`src/rtl/ex_multu_unit.sv`:
```
// EX-stage unsigned multiplier: 32-step shift-add MULTU with HI/LO registers,
// MFHI/MFLO/MTHI/MTLO service and a hazard stall while a multiply is in flight.
module ex_multu_unit (
  input  logic        clk,
  input  logic        rst,
  input  logic        en,
  input  logic [5:0]  funct,
  input  logic [31:0] RD1,
  input  logic [31:0] RD2,
  output logic        busy,
  output logic        stall,
  output logic [31:0] hilo_out,
  output logic        done
);

  localparam logic [5:0] F_MULTU = 6'b011001;
  localparam logic [5:0] F_MFHI  = 6'b010000;
  localparam logic [5:0] F_MTHI  = 6'b010001;
  localparam logic [5:0] F_MFLO  = 6'b010010;
  localparam logic [5:0] F_MTLO  = 6'b010011;

  typedef enum logic [1:0] {IDLE, BUSY, DONE} state_t;

  state_t      state, state_nx;
  logic [5:0]  count;
  logic [31:0] mcand;
  logic [63:0] p;
  logic [31:0] hi, lo;
  logic [32:0] sum;

  logic is_multu, is_mthi, is_mtlo, hilo_op;

  assign is_multu = en && (funct == F_MULTU);
  assign is_mthi  = en && (funct == F_MTHI);
  assign is_mtlo  = en && (funct == F_MTLO);
  assign hilo_op  = en && (funct == F_MULTU || funct == F_MFHI || funct == F_MFLO ||
                           funct == F_MTHI  || funct == F_MTLO);

  // 33-bit sum keeps the carry that becomes P[63] after the shift
  assign sum = {1'b0, p[63:32]} + {1'b0, (p[0] ? mcand : 32'd0)};

  assign busy     = (state != IDLE);
  assign stall    = busy && hilo_op;
  assign hilo_out = (funct == F_MFHI) ? hi : lo;

  always_ff @(posedge clk or negedge rst) begin
    if (!rst) state <= IDLE;
    else      state <= state_nx;
  end

  always_comb begin
    state_nx = state;
    case (state)
      IDLE:    if (is_multu) state_nx = BUSY;
      BUSY:    if (count == 6'd31) state_nx = DONE;
      DONE:    state_nx = IDLE;
      default: state_nx = IDLE;
    endcase
  end

  always_ff @(posedge clk or negedge rst) begin
    if (!rst) begin
      count <= '0;
      mcand <= '0;
      p     <= '0;
      hi    <= '0;
      lo    <= '0;
      done  <= 1'b0;
    end else begin
      done <= (state == DONE);
      case (state)
        IDLE: begin
          if (is_multu) begin
            mcand <= RD1;
            p     <= {32'd0, RD2};
            count <= '0;
          end
          if (is_mthi) hi <= RD1;
          if (is_mtlo) lo <= RD1;
        end
        BUSY: begin
          p     <= {sum, p[31:1]};
          count <= count + 6'd1;
        end
        DONE: begin
          hi <= p[63:32];
          lo <= p[31:0];
        end
        default: ;
      endcase
    end
  end

endmodule

```
`config.mk`:
```
export PLATFORM = sky130hd
export DESIGN_NAME = ex_multu_unit
export DESIGN_NICKNAME = d
export VERILOG_FILES = /design/src/rtl/ex_multu_unit.sv
export SDC_FILE = /design/constraint.sdc
export NUM_CORES = 1
export LEC_CHECK = 0
export ABC_AREA = 1
export CAP_MARGIN = 20
export CORE_ASPECT_RATIO = 1.75
export CORE_UTILIZATION = 45
export CTS_BUF_LIST = sky130_fd_sc_hd__clkbuf_4 sky130_fd_sc_hd__clkbuf_8
export CTS_CLUSTER_SIZE = 12
export DETAILED_ROUTE_END_ITERATION = 8
export DONT_BUFFER_PORTS = 1
export SYNTH_ARGS = -nofsm -noshare
export SYNTH_HDL_FRONTEND = slang
export SYNTH_SLANG_ARGS = --single-unit
```
`constraint.sdc`:
```
create_clock -name clk -period 6.2 [get_ports clk]
set_input_delay 1.24 -clock clk [delete_from_list [all_inputs] [get_ports clk]]
set_output_delay 1.24 -clock clk [all_outputs]
set_load 0.05 [all_outputs]
```
==> impl_metrics.ini, run 1 <==
[place]
dp_worst_setup_slack_ns = 2.19
dpl.hpwl_um = 20200
placed_cell_area_um2 = 10300
numPortBuffers = 0
place_inst = 1693
gp_congestion = 0.912

[worst_setup_path]
cp-end-kind = primary output
rr_worst_depth = 17
path_class = input pin to primary output
rr_endpoint = p[63]
r2r_setup_slack_ns = 2.91
required_ns = 4.96
crit_start = funct[5]
worstPathArrival_ns = 2.73
r2r-start = p[0]
worst_setup_path_start_kind = input pin
critPathMaxFanout = 21
crit_path_end = hilo_out[15]

[floorplan]
core_area_um2 = 22100
initial_utilization = 0.457
io_pins = 108
std_cell_rows = 72
dieArea_um2 = 23000
die_w_um = 115
die_h_um = 200

[yosys]
synthesis.nets = 1550
synth_seq_cells = 169
synth_area_um2 = 10100
ys_seq_area_frac = 0.419
synth_edf_count = 0
syn_area_per_cell_um2 = 6.99
yosys_warnings = 0
synthArstFlopShare = 1.00
syn_inst = 1443
ys_types = 31
synthFlopType = dfrtp_1

[sta]
worst_slew_pin_slew_ns = 1.06
tns_ns = 0
hold_viol = 0
setup_viol = 0
fmax_mhz = 252
relSlewSlack = 0.295
layout_setup_ws_ns = 2.23
fin_skew_ns = 0.0129
min_period_ns = 3.97
timing.hold.ws_ns = 0.453
post-route-period-util = 0.641
slew_violations = 0
rsz0062_at_grt = no

[cts]
clk_latency_ns = 0.48
htreeDepth = 4
cts-root-buf = clkbuf_8
cts_buffers = 17
clk_pin_slew_worst_paths_ns = 0.09
cts_sinks = 169
cts_resized = 0
cts_tree = done
cts_setup_buffers = 0
clock_path_buffers = 2
cts-hold-fix-buffers = 0

[global_route]
grt_max_degree = 170
grt_pass1_vias = 8976
antenna_found_initial = 0
grt_pass1_wl_um = 44500
grt_overflow = 0
groute.usage.overall = 0.253

[flow_run]
cap_violations = 0

[detailed_routing]
vias = 8724
drtPass1Iterations = 5
drc = 0
postRouteAntennaNets = 0
avgRoutedWirePerCell_um = 15.8
detail_route.vias_per_cell = 5.05
wl_um = 27200
drtIter0Drc = 443

[power]
p_leak_nw = 5.82
switchingPower_mw = 0.634
power.density_nw_per_um2 = 213
clockPowerShare = 0.361
power_frac_comb = 0.108
power.share.sequential = 0.531
p_int_mw = 1.65
vdd_drop_max_v = 0.000227
total_power_mw = 2.28
switching_share = 0.278

[run_status]
status = completed

[finish]
fin_area_um2 = 10700
layout-drive-gt1-share = 0.0587
layout_common_cells = nand2_1, inv_1, dfrtp_1
final_common_cell = nand2_1
syn_to_final_growth_pct = 6.35
nets = 1525
n_antenna_cell = 0
post-route-util = 0.486
fin_cells = 1727

[min_path]
hold_class = input pin to asynchronous set/reset pin
-- synthesized netlist by cell type, types with 3 or more instances --
cell	n	area [um^2]
nand4_1	5	31.3
o21bai_1	4	30.0
o21ai_1	11	55.1
nand2_2	3	18.8
xnor2_1	4	35.0
mux2_2	32	360
a21oi_1	31	155
nand3_1	104	521
dfrtp_1	169	4230
a22oi_1	10	75.1
clkbuf_1	19	71.3
nand2_1	542	2030
nor3_1	7	35.0
nor2_1	148	556
buf_2	29	145
o21ai_0	44	220
buf_6	3	33.8
o22ai_1	33	206
inv_1	198	743
ha_1	33	413
-- sequential cells by signal (all words and copies together), names as in the netlist --
name	cells
state	2
p	64
count	6
lo	32
hi	32
done	1
mcand	32
-- per-layer routing --
| layer | vias up | global-route usage | part of all wire |
|---|---|---|---|
| met5 | - | 0 | 0 |
| met4 | 0 | 0.0899 | 0.023 |
| met3 | 35 | 0.0411 | 0.026 |
| met2 | 137 | 0.468 | 0.54 |
| met1 | 4109 | 0.291 | 0.41 |
| li1 | 4443 | - | - |
-- worst min-delay path by stage --
stage	endpoint	depth (start not counted)	slack (ns)
after floorplan	hi[11]	2	0.45
after global routing	lo[29]	0	0.41
after detailed placement	lo[26]	2	0.47
after global placement	lo[26]	2	0.46
final	lo[29]	0	0.45
after CTS	mcand[21]	0	0.42
-- worst max-delay path, cell delays in order --
cell and delay (ns):
inv_1 0.05, nand2_1 0.06, nor3_2 0.19, nand2_1 0.36, buf_4 0.37, mux2_2 0.44
-- power groups by stage --
stage,Sequential [mW],Combinational (mW),Clock [mW]
6_report,1.21,0.247,0.824
5_1_grt,1.22,0.275,0.884
4_1_cts,1.21,0.249,0.846
3_5_place_dp,1.24,0.248,0
3_3_place_gp,1.24,0.242,0
2_1_floorplan,1.21,0.213,0
-- cells by family after synthesis --
| kind of cell | Yosys count | synth area share |
|---|---|---|
| adders and majority gates | 34 | 0.0429 |
| muxes | 32 | 0.0357 |
| xor gates and xnor gates | 5 | 0.00434 |
| AOI/OAI and AO/OA | 135 | 0.0751 |
| and+or+nand+nor | 816 | 0.323 |
| buffers and inverters | 252 | 0.100 |
| DFF | 169 | 0.419 |
-- area by class of cell --
cell class | count | area, um^2
Inverter | 200 | 751
Sequential cell | 169 | 4230
Timing Repair Buffer | 8 | 100
Clock inverter | 9 | 114
Multi-Input combinational cell | 1022 | 4860
Fill cell | 2297 | 11300
Clock buffer | 23 | 304
Tap cell | 296 | 370
No activity file was read; power rests on OpenSTA's default activity.
==> inputs of run 2 (changes only) <==
Clock period 6.2 ns to 3.9 ns, I/O delays scaled along.
==> run 2 against run 1 <==
The run now ends with hold timing left. Global-route usage down 0.49 points. Die area unchanged. Combinational power up 61%. Sequential power up 60%. Sequential share of layout area up 0.13 points. Clock-buffer cell count down 3. Critical path type unchanged. Design area down 0.33%. Critical path depth unchanged. First-iteration DRC count up 11%. Via count down 0.62%. Setup slack worse by 1.3 ns.
==> impl_metrics.ini, run 2 (synthesized netlist as in run 1, its figures left out) <==
[cts]
cts_setup_buffers = 0
clock_path_buffers = 2
cts_resized = 0
clk_pin_slew_worst_paths_ns = 0.09
cts_buffers = 17
htreeDepth = 4
clk_latency_ns = 0.48
cts-root-buf = clkbuf_8
cts_tree = done
cts_sinks = 169

[sta]
relSlewSlack = 0.351
tns_ns = 0
layout_setup_ws_ns = 0.920
fmax_mhz = 336
worst_slew_pin_slew_ns = 0.973
slew_violations = 0
fin_skew_ns = 0.0158
post-route-period-util = 0.764
min_period_ns = 2.98
timing.hold.ws_ns = -0.0111
hold_viol = 18
setup_viol = 0
rsz0062_at_grt = no

[place]
dp_worst_setup_slack_ns = 0.900
gp_congestion = 0.906
dpl.hpwl_um = 20000
placed_cell_area_um2 = 10300
numPortBuffers = 0

[detailed_routing]
wl_um = 26900
postRouteAntennaNets = 0
vias = 8670
drtIter0Drc = 492
avgRoutedWirePerCell_um = 15.6
detail_route.vias_per_cell = 5.01
drtPass1Iterations = 5
drc = 0

[global_route]
use_met3 = 0.0344
grt_pass1_wl_um = 43400
grt_overflow = 0
grt_pass1_vias = 8708
grt_max_degree = 170
antenna_found_initial = 0
use_met2 = 0.454
met1_usage = 0.284
groute.usage.overall = 0.248
grt-busiest-layer = met2

[power]
power_frac_comb = 0.113
power.share.sequential = 0.549
p_int_mw = 2.46
p_leak_nw = 5.80
switching_share = 0.299
power.density_nw_per_um2 = 328
vdd_drop_max_v = 0.000305
clockPowerShare = 0.337
switchingPower_mw = 1.05
total_power_mw = 3.50

[min_path]
hold_class = input pin to asynchronous set/reset pin

[worst_setup_path]
critPathMaxFanout = 21
worstPathArrival_ns = 2.20
required_ns = 3.12
worst_setup_path_start_kind = input pin
path_class = input pin to primary output
crit_start = funct[5]
cp-end-kind = primary output
r2r-start = p[0]

[finish]
syn_to_final_growth_pct = 6.00
fin_area_um2 = 10700
nets = 1527
layout_common_cells = nand2_1, inv_1, dfrtp_1
n_antenna_cell = 0
layout-drive-gt1-share = 0.0600
largest_reg_flops = 64
final_common_cell = nand2_1
regMostFlops = p

[floorplan]
die_h_um = 200
core_area_um2 = 22100
die_w_um = 115
initial_utilization = 0.457
io_pins = 108
dieArea_um2 = 23000
std_cell_rows = 72

[run_status]
status = finished with violations
violations = hold timing

[flow_run]
cap_violations = 0
==> run 2: changes by cell type in the layout (fill, tap and decap cells not counted) <==
cell,change
buf_16,-1
bufinv_16,-2
clkbuf_4,-1
clkinvlp_4,+2
inv_6,+1
clkbuf_8,-2
buf_12,+2
clkinv_2,+1
buf_4,+1
inv_8,+1
==> run 2: cell type report <==
type                            count  area, um^2
Fill cell                        2305       11400
Clock buffer                       20         269
Multi-Input combinational cell   1022        4860
Inverter                          200         751
Timing Repair Buffer               10         120
Sequential cell                   169        4230
Clock inverter                     12        93.8
Tap cell                          296         370
==> run 2: final timing paths <==
check | slack (ns) | cells after the start | end
max | 0.92 | 6 | hilo_out[12]
min | -0.01 | 0 | lo[27]
max reg2reg | 1.41 | 14 | p[63]
min reg2reg | 0.49 | 2 | hi[14]
max in group asynchronous | 3.56 | 0 | mcand[14]
min in group clk | 0.46 | 2 | mcand[4]
==> run 2: worst max-delay path, cell delays in order <==
cell	delay, ns
inv_1	0.05
nand2_1	0.06
nor3_2	0.19
nand2_1	0.38
buf_12	0.30
mux2_2	0.42
==> run 2: power by group through the flow <==
stage	sequential [mW]	combinational (mW)	clock, mW
after global routing	1.94	0.440	1.27
after CTS	1.92	0.402	1.22
final	1.93	0.397	1.18
after floorplan	1.93	0.339	0
after detailed placement	1.96	0.401	0
after global placement	1.96	0.392	0
==> run 2: stage by stage <==
step / hold slack [ns] / std cells / utilization
2_1_floorplan: 0.445 / 1443 / -
3_3_place_gp: 0.463 / 1696 / 0.467
3_5_place_dp: 0.467 / 1697 / 0.468
4_1_cts: -0.0534 / 1729 / 0.485
5_1_grt: -0.0497 / 1729 / 0.485
6_report: -0.0111 / 1729 / 0.485
==> run 2: per-layer routing <==
metal  share of wire  wire length (um)  vias up
met5               0                 0        -
met4           0.035               939        0
met3           0.030               817       46
met2            0.53             14200      178
met1            0.41             11000     4008
li1                -                 -     4438
==> inputs of run 3 (changes only) <==
Settings changed: ABC_AREA 1 to 0.
Clock period 3.9 ns to 2.61 ns, I/O delays scaled along.
==> run 3 against run 2 <==
The flow finishes with violations (hold timing, setup timing). Combinational power rose by 110%. Non-clock buffer count rose by 122. Critical path depth rose by 4. Worst hold slack got worse by 0.26 ns. Global-route usage rose by 0.66 points. Flip-flop and latch count did not move. Clock-buffer cell count fell by 3. First-iteration DRC count fell by 20%. Critical endpoint is now p[62]. Largest power group unchanged. Highest routed layer unchanged.
==> impl_metrics.ini, run 3 <==
[floorplan]
die_w_um = 111
dieArea_um2 = 21200
io_pins = 108
initial_utilization = 0.458
std_cell_rows = 69
core_area_um2 = 20300
die_h_um = 192

[sta]
layout_setup_ws_ns = -0.305
min_period_ns = 2.91
worst_slew_pin_slew_ns = 0.665
rsz0062_at_grt = yes
post-route-period-util = 1.12
fmax_mhz = 343
fin_skew_ns = 0.0180
timing.hold.ws_ns = -0.271
setup_viol = 16
tns_ns = -2.75
relSlewSlack = 0.557
slew_violations = 0
hold_viol = 169

[power]
vdd_drop_max_v = 0.000505
power.density_nw_per_um2 = 499
p_leak_nw = 5.13

[finish]
syn_to_final_growth_pct = 21.6
fin_area_um2 = 11300
fin_cells = 1305
n_antenna_cell = 0
final_common_cell = dfrtp_1
layout-drive-gt1-share = 0.291
regMostFlops = p
nets = 1151
largest_reg_flops = 64
layout_common_cells = dfrtp_1, buf_4, nand2_1
fillers = 1841

[worst_setup_path]
slowest_stage = dfrtp_2
cpPeakStageDelay_ns = 0.46
cp-end-kind = register
cp_cell_sequence = buf_6 -> and2_4 -> ha_4 -> or3_4 -> o2111a_2 -> a2111oi_4 -> nor3_4 -> and2_4 -> or3_1 -> a32o_1
critPathMaxFanout = 8
worst_setup_path_start_kind = register
required_ns = 2.98
r2r-start = p[0]
path_buf_inv = 1
crit_path_frequent_cell = and2_4
crit_family = simple AND/OR/NAND/NOR gates
worstPathArrival_ns = 3.28
crit_start = p[0]
path_class = register to register

[global_route]
antenna_found_initial = 0
grt_pass1_vias = 7734
grt_max_degree = 170
grt_overflow = 0
grt_pass1_wl_um = 41400
groute.usage.overall = 0.255

[run_status]
violations = hold timing, setup timing
status = finished with violations

[detailed_routing]
wl_um = 26200
vias = 7468
drtPass1Iterations = 4
detail_route.vias_per_cell = 5.72
postRouteAntennaNets = 0
drtIter0Drc = 396
avgRoutedWirePerCell_um = 20.1
drc = 0

[yosys]
synthTopCellsByCount = dfrtp_1, nand2_1, o21ai_0
ys_types = 61
syn_inst = 950
synthFlopType = dfrtp_1
synth.most_common_cell = dfrtp_1
synth_area_leaders = dfrtp_1, mux2_2, mux2i_1
synth_seq_cells = 169
syn_area_per_cell_um2 = 9.77
synth_area_um2 = 9280
yosys_warnings = 0
synthArstFlopShare = 1.00
synth_edf_count = 0
synth_top_area_share = 0.456
ys_seq_area_frac = 0.456
synthesis.nets = 1057
yosysTopAreaCell = dfrtp_1

[cts]
clk_latency_ns = 0.49
cts_buffers = 17
htreeDepth = 4
cts_sinks = 169
clk_pin_slew_worst_paths_ns = 0.10
clock_path_buffers = 2
cts-root-buf = clkbuf_8
cts_tree = done

[place]
place_inst = 1266
dpl.hpwl_um = 18900
dp_worst_setup_slack_ns = -0.380
gp_congestion = 0.893
numPortBuffers = 0
placed_cell_area_um2 = 10400

[min_path]
hold_class = input pin to asynchronous set/reset pin

[flow_run]
cap_violations = 0
-- run 3: cell count changes in the layout (fill, tap and decap cells not counted), sizes merged, moves of 18 or more --
cell   before  now
nand3     104   26
mux2i       0   66
and2        0   34
nand2     546  108
buf        10  132
mux2       32   64
a21o        1   19
inv       203   22
o21ai      55  109
nor2      151   80
-- run 3: cell families (layout without fill, tap and decap cells) --
kind of cell    count (synthesis)  in the layout  synth area share
compound gates                246            246             0.166
xor+xnor                       17             17            0.0160
fa+ha+maj                      34             34            0.0466
buf+inv                        70            177            0.0287
flops                         169            169             0.456
mux                           130            130             0.149
simple gates                  284            284             0.138
-- run 3: worst reg2reg max path, cell delays in order (launching register included) --
cell       delay [ns]
dfrtp_2          0.46
buf_6            0.15
and2_4           0.14
ha_4             0.16
or3_4            0.40
o2111a_2         0.30
a2111oi_4        0.42
nor3_4           0.08
and2_4           0.15
or3_1            0.30
a32o_1           0.24
-- run 3: final cells by class --
class / instances / area (um^2) / share of cell area
Multi-Input combinational cell: 711 / 5250 / 0.465
Timing Repair Buffer: 132 / 1070 / 0.0945
Tap cell: 248 / 310 / 0.0275
Clock buffer: 17 / 234 / 0.0207
Inverter: 13 / 48.8 / 0.00432
Sequential cell: 169 / 4230 / 0.375
Clock inverter: 15 / 148 / 0.0131
-- run 3: stage by stage --
step	hold WS, ns	util	total power, mW
after floorplan	0.226	-	3.51
after global placement	0.232	0.515	3.78
after detailed placement	0.231	0.515	3.80
after CTS	-0.305	0.549	5.67
after global routing	-0.302	0.556	5.89
final	-0.271	0.556	5.63
-- run 3: repair_timing --
action | CTS | global route
buffers inserted | 5 | 2
hold endpoints to repair | 169 | 169
pin swaps | 39 | 19
setup endpoints to repair | 19 | 21
gates resized for setup | 57 | 31
cloned | 1 | 0
-- run 3: where the power goes --
group | total, mW | internal (mW) | switching, mW
clock | 1.83 | 0.709 | 1.12
sequential | 2.98 | 2.82 | 0.163
combinational | 0.819 | 0.362 | 0.457
-- run 3: metal layers --
layer / share of wire / track usage / vias to the layer above / wire (um)
li1: - / - / 3571 / -
met2: 0.57 / 0.506 / 163 / 14900
met4: 0.036 / 0.116 / 0 / 930
met5: 0 / 0 / - / 0
met1: 0.36 / 0.251 / 3684 / 9370
met3: 0.036 / 0.0489 / 50 / 934
-- run 3: final timing paths --
| kind | to | slack, ns | depth (start not counted) |
|---|---|---|---|
| min in group clk | mcand[24] | 0.18 | 1 |
| setup / recovery | p[62] | -0.30 | 10 |
| hold / removal | p[10] | -0.27 | 0 |
| max in group asynchronous | p[0] | 2.61 | 0 |
| hold reg to reg | count[5] | 0.50 | 1 |
| setup reg to reg | p[62] | -0.30 | 10 |
